[config.mk]
export PLATFORM = sky130hd
export DESIGN_NAME = cdb_request_buffer
export DESIGN_NICKNAME = d
export VERILOG_FILES = /design/src/rtl/cdb_request_buffer.sv
export SDC_FILE = /design/constraint.sdc
export NUM_CORES = 1
export LEC_CHECK = 0
export ABC_CLOCK_PERIOD_IN_PS = 12100
export CORE_MARGIN = 2
export CORE_UTILIZATION = 45
export DETAILED_ROUTE_END_ITERATION = 10
export GPL_ROUTABILITY_DRIVEN = 0
export PLACE_DENSITY = 0.68
export SYNTH_ARGS = -nofsm -noshare
export SYNTH_HDL_FRONTEND = slang
export SYNTH_SLANG_ARGS = --single-unit
[constraint.sdc]
create_clock -name clk -period 12.1 [get_ports clk]
set_clock_uncertainty 0.2 [all_clocks]
set_input_delay 2.42 -clock clk [delete_from_list [all_inputs] [get_ports clk]]
set_output_delay 2.42 -clock clk [all_outputs]
set_load 0.02 [all_outputs]
[src/rtl/cdb_request_buffer.sv]
`default_nettype none
// ============================================================================
// Module  : cdb_request_buffer
// Purpose : In-order result queue between one functional unit and the CDB arbiter.
// Revision: 1.0
// ============================================================================
module cdb_request_buffer #(
  parameter int WIDTH = 31,
  parameter int ROB   = 2,
  parameter int DEPTH = 4
) (
  input  logic                     clk,
  input  logic                     clear,
  input  logic                     fuValid,
  input  logic [WIDTH:0]           fuResult,
  input  logic [ROB:0]             fuRob,
  input  logic                     grant,
  output logic                     request,
  output logic [WIDTH:0]           result,
  output logic [ROB:0]             robEntry,
  output logic                     available,
  output logic [$clog2(DEPTH):0]   count,
  output logic                     overflow
);

  localparam int c_PW = $clog2(DEPTH);
  localparam int c_CW = c_PW + 1;
  localparam int c_EW = WIDTH + ROB + 2;
  localparam logic [c_CW-1:0] c_FULL = c_CW'(DEPTH);

  logic [c_EW-1:0] r_mem [DEPTH];
  logic [c_PW-1:0] r_rd_ptr;
  logic [c_PW-1:0] r_wr_ptr;
  logic [c_CW-1:0] r_count;
  logic            r_overflow;

  logic            w_empty;
  logic            w_full;
  logic            w_pop;
  logic            w_push;
  logic [c_EW-1:0] w_head;

  assign w_empty = (r_count == '0);
  assign w_full  = (r_count == c_FULL);
  assign w_pop   = grant && !w_empty;
  // A pop in the same edge frees the slot, so a push into a full queue is fine then.
  assign w_push  = fuValid && (!w_full || w_pop);

  always_ff @(posedge clk) begin
    if (clear) begin
      r_rd_ptr   <= '0;
      r_wr_ptr   <= '0;
      r_count    <= '0;
      r_overflow <= 1'b0;
    end else begin
      if (w_push) begin
        r_wr_ptr <= r_wr_ptr + c_PW'(1);
      end
      if (w_pop) begin
        r_rd_ptr <= r_rd_ptr + c_PW'(1);
      end
      if (w_push && !w_pop) begin
        r_count <= r_count + c_CW'(1);
      end else if (w_pop && !w_push) begin
        r_count <= r_count - c_CW'(1);
      end
      if (fuValid && !w_push) begin
        r_overflow <= 1'b1;
      end
    end
  end

  // Storage carries no reset; contents are only observed through the valid head.
  always_ff @(posedge clk) begin
    if (!clear && w_push) begin
      r_mem[r_wr_ptr] <= {fuResult, fuRob};
    end
  end

  assign w_head    = w_empty ? '0 : r_mem[r_rd_ptr];
  assign result    = w_head[c_EW-1:ROB+1];
  assign robEntry  = w_head[ROB:0];
  assign request   = !w_empty;
  assign available = !w_full;
  assign count     = r_count;
  assign overflow  = r_overflow;

endmodule
`default_nettype wire

# --- Yosys cells after proc, flatten, opt, wreduce, memory -nomap -nowiden ---
# Memories as Yosys holds them, arrays and structs flattened. A register that Yosys moved wholly into a read port is not among the register bits.
# Index checks and enable logic that the tools add are counted.
classes:
  add_sub_neg: 4
  n_eq_ne: 1
  n_mux: 7
  n_reduce_logical: 14
ops:
  columns: ["cell", "count"]
  rows:
  - ["two-way mux 35 bit", 1]
  - ["logical AND 1 bit", 6]
  - ["two-way mux 3 bit", 2]
  - ["logical NOT 1 bit", 5]
  - ["adder 2 x 1 -> 2 bit (second input constant)", 2]
  - ["two-way mux 2 bit", 2]
  - ["adder 3 x 1 -> 3 bit (second input constant)", 1]
  - ["equality test 3 bit (second input constant)", 1]
  - ["logical NOT 3 bit", 1]
  - ["subtractor 3 x 1 -> 3 bit (second input constant)", 1]
  - ["two-way mux 1 bit", 2]
  - ["nonzero test 2 bit", 1]
  - ["logical OR 1 bit", 1]
word_totals:
  regBits: 8
  mem_bits_rw: 140
  n_memories: 1
memory_table:
  columns: ["name", "depth", "width", "rd", "rd_clocked_by_memory_dff", "write_ports", "line", "text"]
  rows:
  - ["r_mem", 4, 35, 1, 1, 1, "31", "logic [c_EW-1:0] r_mem [DEPTH];"]

# --- Depth between registers and ports, before layout ---
depth:
  ltp_word: 9
  depth_mapped: 9

# --- Worst setup path after synthesis ---
# Ideal clock, no wire load.
synth_path:
  path_kind: "input to register"
  from: "input clear"
  to: "memory r_mem[1][0] in the netlist's numbering, enable pin"
  setup_time_ns: 0.478
  t_arrival_ns: 5.237
  t_required_ns: 11.422
  path_slack_ns: 6.185
  path_stages: 2
  path_cell_list: "clkbuf_1 -> nor3b_1"
synth_between:
  elab_chain_cells: 4
synth_lines:
  columns: ["element", "line", "text"]
  rows:
  - ["start: declaration", "13", "input logic clear,"]
  - ["logical NOT 1 bit", "75", "if (!clear && w_push) begin"]
  - ["logical AND 1 bit", "75", null]
  - ["two-way mux 1 bit", "75", null]
  - ["two-way mux 1 bit (not written as such)", "76", "r_mem[r_wr_ptr] <= {fuResult, fuRob};"]
  - ["end: declaration", "31", null]
# Every way passes these cells.

==> results summary <==
The run finished with clean final reports. STA classifies the critical path startpoint as a flip-flop. The fraction of the mapped netlist area in adder cells is 0.01421. Of the cells placed in the final design, the portion with a size suffix greater than 1 is 0.2111. The sequential cells in the finished layout cover a total of 4407 um2. The area share of and/or/nand/nor cells after synthesis is 0.05857. TritonCTS built the clock tree. Dividing the detail-routed via count by the number of cells gives 5.025. The number of failing hold endpoints at the final stage was 0. The wire length of the first global-routing pass is 16130 um.

The dominant register cell in the synthesized netlist is edfxtp_1. The final worst-path cycle share came out at 0.4454. The area occupied by multi-input gates is 1346 um2.

The highest ir drop seen on vdd came out at 0.0001993 V. Setup repair after global routing left no endpoint under its margin. The total DRC errors in the routed layout is 0. The total number of H-tree levels came out at 4. The largest fanout of any net on the critical path came out at 28. Synthesis inferred 150 register bits. The worst hold path belongs to the class flip-flop to flip-flop. The number of gates resized after CTS came out at 0. The later-pin clock latency in the skew report came out at 410 ps. The number of buffers inserted by hold repair at cts is 0. The die outline height came out at 117.6 um. The fraction of the core area covered by cells at the end of the flow is 0.5879. The number of enable flip-flop cells after synthesis came out at 140. The number of violations reported at the end of detailed-routing iteration 0 is 153. The post-synthesis compound-gate area fraction came out at 0.008398. The top-area cell type share of the netlist area is 0.7235.

The total I/O pin count came out at 80. The analysis attributes to cell leakage a power of 2.419 nW. The tool flagged a number of max-cap violations equal to 0. The final critical delay including setup and external delays is 5389 ps. The area growth from synthesis to layout is 27.69%. The residual antenna-violating net count after detailed routing came out at 0. The post-synthesis average cell area is 21.05 um2. The xor/xnor cell area share of the yosys netlist came out at 0.004522.

The global route total overflow came out at 0. The capturing element type of the critical path is an output port. Power spread over the standard cell area amounts to 227.5 nW/um2. edfxtp_1 takes more of the synthesized area than any other cell. Clock tree synthesis inserted a total of 17 buffers. The number of rows created at floorplan came out at 41. No sink is reached through more buffers than the 2 on the longest clock path. For this block, the routed nets add up to 10150 um of wire.

The headroom to the max-slew limit came out at 0.3575. The number of nets handed over by synthesis was 321. The pre-antenna-repair detailed-routing pass consisted of 4 iterations.

After legalization and detailed placement, the total HPWL measured 5789 um. The number of antenna violations at the first check in global routing is 1. The required time of the worst setup path is 9480 ps. The number of global-route vias before repair is 3052. The number of vias after detailed routing came out at 2769.

The number of nets at the end of the flow is 412. The antenna diode count came out at 0. The number of endpoints failing setup at the final stage is 0. During synthesis, Yosys emitted a total of 0 warnings. The register area share after synthesis is 0.7580. The setup TNS came out at 0 ps. The total number of clock tree sinks is 150. The number of slew-limit violations in the final report came out at 0. By area, the combinational part of the netlist is dominated by multiplexers. The number of buffers inserted by port buffering is 79.

The highest attainable clock frequency came out at 0.1856 GHz. In this run, distinct cell masters in the synthesized netlist total 29. The core area is 12620 um2.

The floorplan die width is 117.6 um. The total global routing track utilization came out at 0.1594. After clock tree synthesis, the clock-pin slew on the worst setup and hold paths is 60 ps. After synthesis, the cell types taking the most area are edfxtp_1, mux4_2, dfxtp_1.

Counting the fill cells in the layout gives 984. The starting density of the core came out at 0.4604. The master cell of the clock root buffer is clkbuf_16.

In the final routed layout, each cell accounts on average for 18.43 um. The die covers 13840 um2. The total power draw is 1.688 mW. The share of synthesized area spent on multiplexers came out at 0.1417. The worst setup path is of the flip-flop to output port kind. Data arrives at the worst endpoint at 2770 ps. The transition at the pin with the smallest max-transition slack came out at 963.8 ps. The fraction of synthesis flops using an asynchronous set or reset pin is 0.

The maximum number of pins on one net before global-route repair is 39. The number of setup buffers added after CTS came out at 0. After synthesis the cells add up to 5811 um2.

The number of instances in the synthesized netlist came out at 276.
## sequential cells by signal, indices dropped and copies added (netlist names), named ones only
register / count
r_wr_ptr: 2
r_mem: 140
overflow: 1
r_rd_ptr: 2
count: 3
## cell usage in the layout, fill, tap and decap left out, drive strengths merged
master         instances
edfxtp               140
clkdlybuf4s50         79
mux4                  35
nor2b                 24
clkbuf                19
and2b                 11
dfxtp                 10
clkinv                 7
nor2                   6
buf                    6
inv                    6
ha                     5
nor3b                  4
bufinv                 4
xor2                   3
a21oi                  3
o21ai                  3
mux2i                  2
nand2b                 2
or3b                   2
or3                    2
nor3                   1
o31ai                  1
mux2                   1
nand2                  1
fa                     1
clkinvlp               1
## worst paths after layout
path	startpoint	to	slack (ps)	cells after the start
setup / recovery	flip-flop	result[3]	6710	4
hold reg to reg	overflow	overflow	240	2
setup reg to reg	count[2]	count[2]	9570	9
hold / removal	overflow	overflow	240	2
## cell usage after synthesis (all sizes together), types with 4 or more instances
| library cell | number |
|---|---|
| and2b | 11 |
| buf | 6 |
| clkbuf | 7 |
| dfxtp | 10 |
| edfxtp | 140 |
| ha | 5 |
| inv | 6 |
| mux4 | 35 |
| nor2 | 6 |
| nor2b | 24 |
| nor3b | 4 |
## metrics by stage
| stage | hold slack (ps) | setup slack [ps] | std cells | area (um2) |
|---|---|---|---|---|
| finish | 242.5 | 6711 | 551 | 7420 |
| global route | 267.4 | 6530 | 551 | 7420 |
| CTS | 247.9 | 6617 | 551 | 7420 |
| detailed placement | 240.8 | 7082 | 520 | 6827 |
| floorplan | 259.1 | 6185 | 276 | 5811 |
| global placement | 233.0 | 7085 | 520 | 6827 |
## power by group
group	switching [mW]	internal, mW
registers	0.0290	0.600
clock network	0.188	0.340
logic	0.257	0.273
## kinds of logic (layout without fill, tap and decap cells)
family	Yosys count	in the layout
adders and majority gates	6	6
AOI/OAI and AO/OA	7	7
muxes	38	38
buffers and inverters	19	122
xor gates and xnor gates	3	3
and+or+nand+nor	53	53
DFF	150	150
## layer usage
metal | GRT usage | wire, um | vias to the layer above
li1 | - | - | 1276
met1 | 0.1908 | 4303 | 1410
met2 | 0.2602 | 5166 | 67
met3 | 0.06250 | 544 | 16
met4 | 0.06325 | 140 | 0
met5 | 0 | 0 | -
## layout make-up
class                      instances  share of cell area
sequential                       150              0.5939
multi-input combinational        107              0.1814
inverter                           6            0.003035
timing repair buffer              85              0.1126
clock inverter                    12             0.02159
tap                              172             0.02900
clock buffer                      19             0.05835
## critical path: stages, from the launching register on
cell	delay, ps
dfxtp_2	480
buf_4	550
mux4_2	580
nor2b_1	160
clkdlybuf4s50_1	570
Power figures use the tool's default switching activity.
